<file path="config.mk">
export PLATFORM = sky130hd
export DESIGN_NAME = csp_packet_sink_flat
export DESIGN_NICKNAME = d
export VERILOG_FILES = /design/src/rtl/csp_packet_sink_if.sv /design/src/rtl/csp_packet_sink.sv /design/src/flat_wrapper.sv
export SDC_FILE = /design/constraint.sdc
export NUM_CORES = 1
export LEC_CHECK = 0
export BUFFER_PORTS_ARGS = -buffer_cell sky130_fd_sc_hd__buf_2
export CAP_MARGIN = 10
export CORE_AREA = 5 5 157 159
export CTS_CLUSTER_DIAMETER = 40
export CTS_CLUSTER_SIZE = 25
export DETAILED_ROUTE_END_ITERATION = 10
export DIE_AREA = 0 0 162 164
export GPL_ROUTABILITY_DRIVEN = 0
export GPL_TIMING_DRIVEN = 0
export PLACE_DENSITY = 0.68
export SKIP_LAST_GASP = 1
export SYNTH_ARGS = -nofsm -noshare
export SYNTH_HDL_FRONTEND = slang
export SYNTH_SLANG_ARGS = --single-unit
</file>
<file path="constraint.sdc">
create_clock -name clk -period 3.8 [get_ports clk]
set_input_delay 1.14 -clock clk [delete_from_list [all_inputs] [get_ports clk]]
set_output_delay 1.14 -clock clk [all_outputs]
set_load 0.02 [all_outputs]
</file>
<file path="src/rtl/csp_packet_sink_if.sv">
// 4-phase req/ack packet link between a router
// output port and the leaf sink terminating it.
interface csp_packet_sink_if #(
  parameter int WIDTH = 11
);
  logic             in_req;
  logic [WIDTH-1:0] in_data;
  logic             in_ack;

  modport master (
    output in_req,
    output in_data,
    input  in_ack
  );

  modport slave (
    input  in_req,
    input  in_data,
    output in_ack
  );
endinterface

</file>
<file path="src/rtl/csp_packet_sink.sv">
// Leaf packet sink: 4-phase handshake, dest check, stats.
// Optional SINK_STALL_EN adds LFSR-driven ack stalls.
module csp_packet_sink #(
  parameter int WIDTH = 11,
  parameter int MY_ID = 0,
  parameter int CNT_W = 16
) (
  input  logic             clk,
  input  logic             reset,
  csp_packet_sink_if.slave rx,
  input  logic [2:0]       src_sel,
  output logic [CNT_W-1:0] src_count,
  output logic [CNT_W-1:0] pkt_count,
  output logic [CNT_W-1:0] err_count,
  output logic             err_flag,
  output logic [WIDTH-1:0] last_pkt,
  output logic [7:0]       src_seen,
  output logic             all_seen
);

  localparam logic [2:0] ID = 3'(MY_ID);
  localparam logic [7:0] OTHERS = ~(8'd1 << ID);

  typedef enum logic [2:0] {
    SYNC,
    IDLE,
    CHECK,
`ifdef SINK_STALL_EN
    STALL,
`endif
    ACK
  } state_t;

  state_t state_q;
  state_t state_d;

  logic cap_en;
  logic chk_en;
  logic good;
  logic [2:0] pkt_src;
  logic [2:0] pkt_dst;
  logic [CNT_W-1:0] src_cnt [8];

  function automatic logic [CNT_W-1:0] sat_inc(
    input logic [CNT_W-1:0] v
  );
    return (&v) ? v : v + CNT_W'(1);
  endfunction

`ifdef SINK_STALL_EN
  logic [7:0] lfsr_q;
  logic [2:0] wait_q;
  logic       fb;

  assign fb = lfsr_q[7] ^ lfsr_q[5]
            ^ lfsr_q[4] ^ lfsr_q[3];

  // Free-running LFSR and stall down-counter
  always_ff @(posedge clk) begin
    if (reset) begin
      lfsr_q <= 8'hA5;
      wait_q <= 3'd0;
    end else begin
      lfsr_q <= {lfsr_q[6:0], fb};
      if (chk_en)
        wait_q <= lfsr_q[2:0] - 3'd1;
      else if (state_q == STALL)
        wait_q <= wait_q - 3'd1;
    end
  end
`endif

  // State register
  always_ff @(posedge clk) begin
    if (reset) state_q <= SYNC;
    else       state_q <= state_d;
  end

  // Next-state logic
  always_comb begin
    state_d = state_q;
    case (state_q)
      SYNC:  if (!rx.in_req) state_d = IDLE;
      IDLE:  if (rx.in_req) state_d = CHECK;
`ifdef SINK_STALL_EN
      CHECK: state_d = (lfsr_q[2:0] == 3'd0)
                     ? ACK : STALL;
      STALL: if (wait_q == 3'd0) state_d = ACK;
`else
      CHECK: state_d = ACK;
`endif
      ACK:   if (!rx.in_req) state_d = IDLE;
      default: state_d = SYNC;
    endcase
  end

  // Outputs decoded from state
  always_comb begin
    rx.in_ack = (state_q == ACK);
    chk_en    = (state_q == CHECK);
    cap_en    = (state_q == IDLE) && rx.in_req;
  end

  assign pkt_src = last_pkt[5:3];
  assign pkt_dst = last_pkt[2:0];
  assign good    = (pkt_dst == ID) && (pkt_src != ID);

  // Capture and statistics, counters saturate
  always_ff @(posedge clk) begin
    if (reset) begin
      last_pkt  <= '0;
      pkt_count <= '0;
      err_count <= '0;
      err_flag  <= 1'b0;
      src_seen  <= '0;
      for (int i = 0; i < 8; i++)
        src_cnt[i] <= '0;
    end else begin
      if (cap_en) last_pkt <= rx.in_data;
      if (chk_en) begin
        pkt_count <= sat_inc(pkt_count);
        if (good) begin
          src_cnt[pkt_src]  <= sat_inc(src_cnt[pkt_src]);
          src_seen[pkt_src] <= 1'b1;
        end else begin
          err_count <= sat_inc(err_count);
          err_flag  <= 1'b1;
        end
      end
    end
  end

  assign src_count = src_cnt[src_sel];
  assign all_seen  = (src_seen == OTHERS);

endmodule

</file>
<file path="src/flat_wrapper.sv">
// flat-port wrapper written by rule: the top's interface ports become plain ports
module csp_packet_sink_flat 
#(
  parameter int WIDTH = 11,
  parameter int MY_ID = 0,
  parameter int CNT_W = 16
)
  (clk, reset, src_sel, src_count, pkt_count, err_count, err_flag, last_pkt, src_seen, all_seen, rx_in_req, rx_in_data, rx_in_ack);
  csp_packet_sink_if #(.WIDTH(WIDTH)) rx_i ();
  input  logic clk;
  input  logic reset;
  input  logic [2:0] src_sel;
  output logic [CNT_W-1:0] src_count;
  output logic [CNT_W-1:0] pkt_count;
  output logic [CNT_W-1:0] err_count;
  output logic err_flag;
  output logic [WIDTH-1:0] last_pkt;
  output logic [7:0] src_seen;
  output logic all_seen;
  input wire logic [$bits(rx_i.in_req)-1:0] rx_in_req;
  input wire logic [$bits(rx_i.in_data)-1:0] rx_in_data;
  output wire logic [$bits(rx_i.in_ack)-1:0] rx_in_ack;
  assign rx_i.in_req = rx_in_req;
  assign rx_i.in_data = rx_in_data;
  assign rx_in_ack = rx_i.in_ack;
  csp_packet_sink #(.WIDTH(WIDTH), .MY_ID(MY_ID), .CNT_W(CNT_W)) u_core (.clk(clk), .reset(reset), .rx(rx_i), .src_sel(src_sel), .src_count(src_count), .pkt_count(pkt_count), .err_count(err_count), .err_flag(err_flag), .last_pkt(last_pkt), .src_seen(src_seen), .all_seen(all_seen));
endmodule
</file>
**Word-level counts from Yosys, hierarchy flattened**

Memories as Yosys holds them, arrays and structs flattened. A register that Yosys moved wholly into a read port is not among the register bits.
Index checks and enable logic that the tools add are counted.

- Flip-flop bits (word level): 55
- Latch bits: 0
- Memory bits (writable): 128
- Bits in read-only memories: 0
- Output and inout bits: 70
- Word-level logic and storage cells: 55
- Memories kept: 1

- $add $sub $neg: 3
- $mul: 0
- Div/mod/pow operators: 0
- Magnitude comparators: 2
- Equal/unequal tests: 6
- Shift-type cells: 0
- Multiplexer cells: 17
- Bitwise operators: 4
- Reduce and logical (&&, ||, !) cells: 16

Memories:

| memory | words | width | read ports | clocked after Yosys merged registers in | wr ports | line | text |
|---|---|---|---|---|---|---|---|
| u_core.src_cnt | 8 | 16 | 2 | 1 | 8 | csp_packet_sink.sv:42 | `logic [CNT_W-1:0] src_cnt [8];` |

Operators by type and width:

| operator | count |
|---|---|
| $add 16x1->16 const B | 3 |
| $reduce_and 16->1 | 3 |
| $mux 16 | 2 |
| $reduce_or 16->1 | 1 |
| $mux 3 | 5 |
| $pmux 3 s3 | 1 |
| $eq 8x8->1 const B | 1 |
| $mux 1 | 8 |
| $or 8x8->8 | 1 |
| $reduce_and 2->1 | 4 |
| $eq 3x2->1 const B | 2 |
| $logic_not 3->1 | 2 |
| $lt 3x4->1 const B | 1 |
| $ne 2x2->1 const B | 2 |
| $demux 1 s3 | 1 |
| $eq 3x1->1 const B | 1 |
| $ge 3x1->1 const B | 1 |
| $logic_and 1x1->1 | 3 |
| $not 1->1 | 3 |
| $reduce_and 3->1 | 1 |
| $reduce_bool 3->1 | 1 |
| $reduce_or 2->1 | 1 |

**Depth between registers and ports, before layout**

- Depth after elaboration: 8
- Depth in mapped cells: 12
- Mapped depth without buffers: 8

**Least setup slack after synthesis**

OpenSTA, ideal clock, no wires.

- Kind: in2out
- From: in src_sel[0]
- To: out src_count[0]
- Arrival time: 2.777 ns
- Required time: 2.660 ns
- Setup slack: -0.117 ns
- Stages on the path: 4
- Path through: clkbuf_1 > buf_1 > mux4_2 > mux2_2

- Cells in the longest elaborated chain, start to end: 1

RTL lines:

| what | line | text |
|---|---|---|
| from (decl) | flat_wrapper.sv:12 | `input logic [2:0] src_sel;` |
| $mem_v2 8x16 | -- |  |
| to (decl) | flat_wrapper.sv:13 | `output logic [CNT_W-1:0] src_count;` |

Every way passes these cells.

**Worst setup path after layout**

- From: in src_sel[0]
- To: out src_count[5]

The elaborated chain is that of the path after synthesis.

==> results_dict.tcl <==
set metrics [dict create \
    drive_gt1_frac 0.275 \
    power_density_nw_per_um2 476 \
    seq_area_frac_synth 0.548 \
    final.period_utilization 0.983 \
    start_util 0.393 \
    crit_cells 5 \
    vdd_drop_max_uv 297 \
    hpwl_um 16100 \
    via_per_inst 5.62 \
    hp-class "reg2reg" \
    reg2reg_slack_ns 0.21 \
    cpLargestDelayFamily "multiplexers" \
    num_antenna_cells 0 \
    p_leak_nw 3.83 \
    fin_hold_ws_ns 0.450 \
    synth_area_per_cell_um2 12.7 \
    htreeDepth 4 \
    drc 0 \
    ys_seq_elements 185 \
    criticalPathCategory "in2out" \
    r2r_cells 13 \
    synth_edf_count 128 \
    ys.warnings.count 0 \
    grt_pass1_vias 6474 \
    fp.dieH_um 164 \
    startpoint "src_sel[0]" \
    dpl_worst_slack_ns -0.391 \
    synth-main-ff-cell "edfxtp_1" \
    max_slew_margin 0.148 \
    mostFrequentLayoutCell "edfxtp_1" \
    root_buffer "clkbuf_16" \
    rsz0062_at_grt "no" \
    grt_antenna_before_repair 0 \
    die_w_um 162 \
    fin_util 0.460 \
    clockBufferDepth 2 \
    io_pins 87 \
    startpoint_type "primary input" \
    grt_pass1_wl_um 37800 \
    status "complete, no violations" \
    initialDrtViolationCount 623 \
    crit_path_end_kind "output pin" \
    cts_tree "done" \
    fmax_mhz 268 \
    drv_slew 0 \
    finalPower_mw 5.05 \
    syn_area_um2 9100 \
    drtAntennaViolNets 0 \
    skew_ns 0.0140 \
    coreArea_um2 23100 \
    mostFrequentLayoutCells "128 x edfxtp_1, 120 x nor2_1, 85 x buf_2" \
    synthArstFlopShare 0 \
    dp_cells 1104 \
    period_needed_ns 3.74 \
    drt-total-wl_um 24200 \
    critPathCapture "src_count[5]" \
    cp.arrival_ns 2.60 \
    die-area_um2 26600 \
    finalHoldViolCount 0 \
    num_vias 6394 \
    fill_cells 2105 \
    post-route-cell-area_um2 10600 \
    placed_area_um2 9950 \
    cts_buffers 17 \
    crit_required_ns 2.66 \
    finish.net_count 857 \
    grt_use_total 0.187 \
    fin_tns_setup_ns 0 \
    drt_pre_antenna_iters 5 \
    tightest_slew_ns 1.28 \
    path_clk_slew_ns 0.06 \
    routedWlPerCell_um 21.3 \
    path_buf_inv 3 \
    rr_endpoint "u_core.src_cnt[1][13]" \
    drv_cap 0 \
    numClockSinks 185 \
    numPortBuffers 83 \
    gr-total-overflow 0 \
    fin_ws_ns 0.0639 \
    slowest_stage "mux4_2" \
    cp_max_fo 10 \
    grt_max_degree 17 \
    setup_viol 0 \
    crit_path_max_incr_delay_ns 0.53 \
    path_cells "clkbuf_2 -> buf_6 -> mux4_2 -> mux2_2 -> buf_2" \
    row_count 56 \
    cts-hold-fix-buffers 0 \
    instances_no_fill 1137 \
    ys_types 50 \
    synthToLayoutAreaGrowth_pct 16.8 \
    clk_latency_ns 0.44 \
    synthCells 715 \
]
synthesized netlist by cell type (5+ instances only):
cell / number / area [um^2]
xor2_1: 23 / 201
nor2_1: 120 / 450
clkbuf_1: 27 / 101
mux2_2: 23 / 259
ha_1: 6 / 75.1
or3_1: 5 / 31.3
o21ai_0: 14 / 70.1
edfxtp_1: 128 / 3840
nor3_1: 37 / 185
nand4_1: 14 / 87.6
buf_1: 5 / 18.8
inv_1: 17 / 63.8
nor4_1: 9 / 56.3
a21oi_1: 18 / 90.1
mux2i_1: 19 / 190
xnor2_1: 6 / 52.6
nand3_1: 13 / 65.1
dfxtp_1: 57 / 1140
nand2b_1: 9 / 56.3
nand2_1: 47 / 176
mux4_2: 64 / 1440
power breakdown:
part / internal (mW) / switching [mW] / leakage [nW]
Clock: 0.960 / 0.770 / 0.288
Combinational: 0.382 / 0.624 / 1.77
Sequential: 2.25 / 0.0670 / 1.77
Total: 3.59 / 1.46 / 3.83
worst register-to-register path, stage by stage (launching register included):
cell     delay [ns]
dfxtp_1        0.33
buf_6          0.14
buf_8          0.18
buf_12         0.18
buf_6          0.20
mux4_2         0.51
mux2i_1        0.36
inv_1          0.14
ha_1           0.27
nand3_2        0.23
nor4_4         0.11
buf_4          0.18
nor3_2         0.38
nor2_1         0.09
cells by family (layout without fill, tap and decap cells):
logic type	after synthesis	after routing	synth area share
muxes	106	106	0.208
other	1	16	0.000412
and+or+nand+nor	278	278	0.143
adders and majority gates	6	6	0.00825
xor gates and xnor gates	29	29	0.0279
AOI/OAI and AO/OA	52	52	0.0347
DFF	185	185	0.548
buffers and inverters	58	175	0.0296
cell type report:
cell class | instances | area [um^2] | area share
flip-flops and latches | 185 | 4980 | 0.469
multi-input cells | 487 | 3970 | 0.373
clock buffers | 21 | 472 | 0.0444
repair buffers | 86 | 445 | 0.0419
well taps | 290 | 363 | 0.0341
plain buffers | 40 | 235 | 0.0221
clock inverters | 11 | 93.8 | 0.00883
inverters | 17 | 63.8 | 0.00600
worst min-delay path by stage:
| stage | startpoint | endpoint | slack (ns) | depth (start not counted) |
|---|---|---|---|---|
| 5_1_grt | u_core.last_pkt[9] | u_core.last_pkt[9] | 0.48 | 2 |
| 2_1_floorplan | u_core.state_q[0] | u_core.state_q[0] | 0.51 | 2 |
| 3_5_place_dp | u_core.last_pkt[6] | u_core.last_pkt[6] | 0.44 | 2 |
| 6_report | u_core.last_pkt[6] | u_core.last_pkt[6] | 0.45 | 2 |
| 3_3_place_gp | u_core.last_pkt[6] | u_core.last_pkt[6] | 0.44 | 2 |
| 4_1_cts | u_core.last_pkt[6] | u_core.last_pkt[6] | 0.45 | 2 |
registers in the layout (all words and copies together) (netlist names), named ones only:
signal and cells:
u_core.pkt_count 16, u_core.src_seen 8, u_core.err_flag 1, u_core.last_pkt 11, u_core.err_count 16, u_core.src_cnt 128, u_core.state_q 2
layer usage:
metal  share of wire  global-route usage  routed length, um  vias up
met3           0.079              0.0462               1920       23
met1            0.43               0.267              10500     3174
met5               0                   0                  0        -
met2            0.47               0.291              11500      293
met4           0.012              0.0454                301        0
li1                -                   -                  -     2904
timing repair:
action | in CTS | in global routing
buffers inserted | 2 | 0
gates resized for setup | 19 | 8
endpoints found under the setup margin | 95 | 112
hold endpoints to repair | 0 | 0
pin swaps | 1 | 0
(Power assumes the default switching activity.)
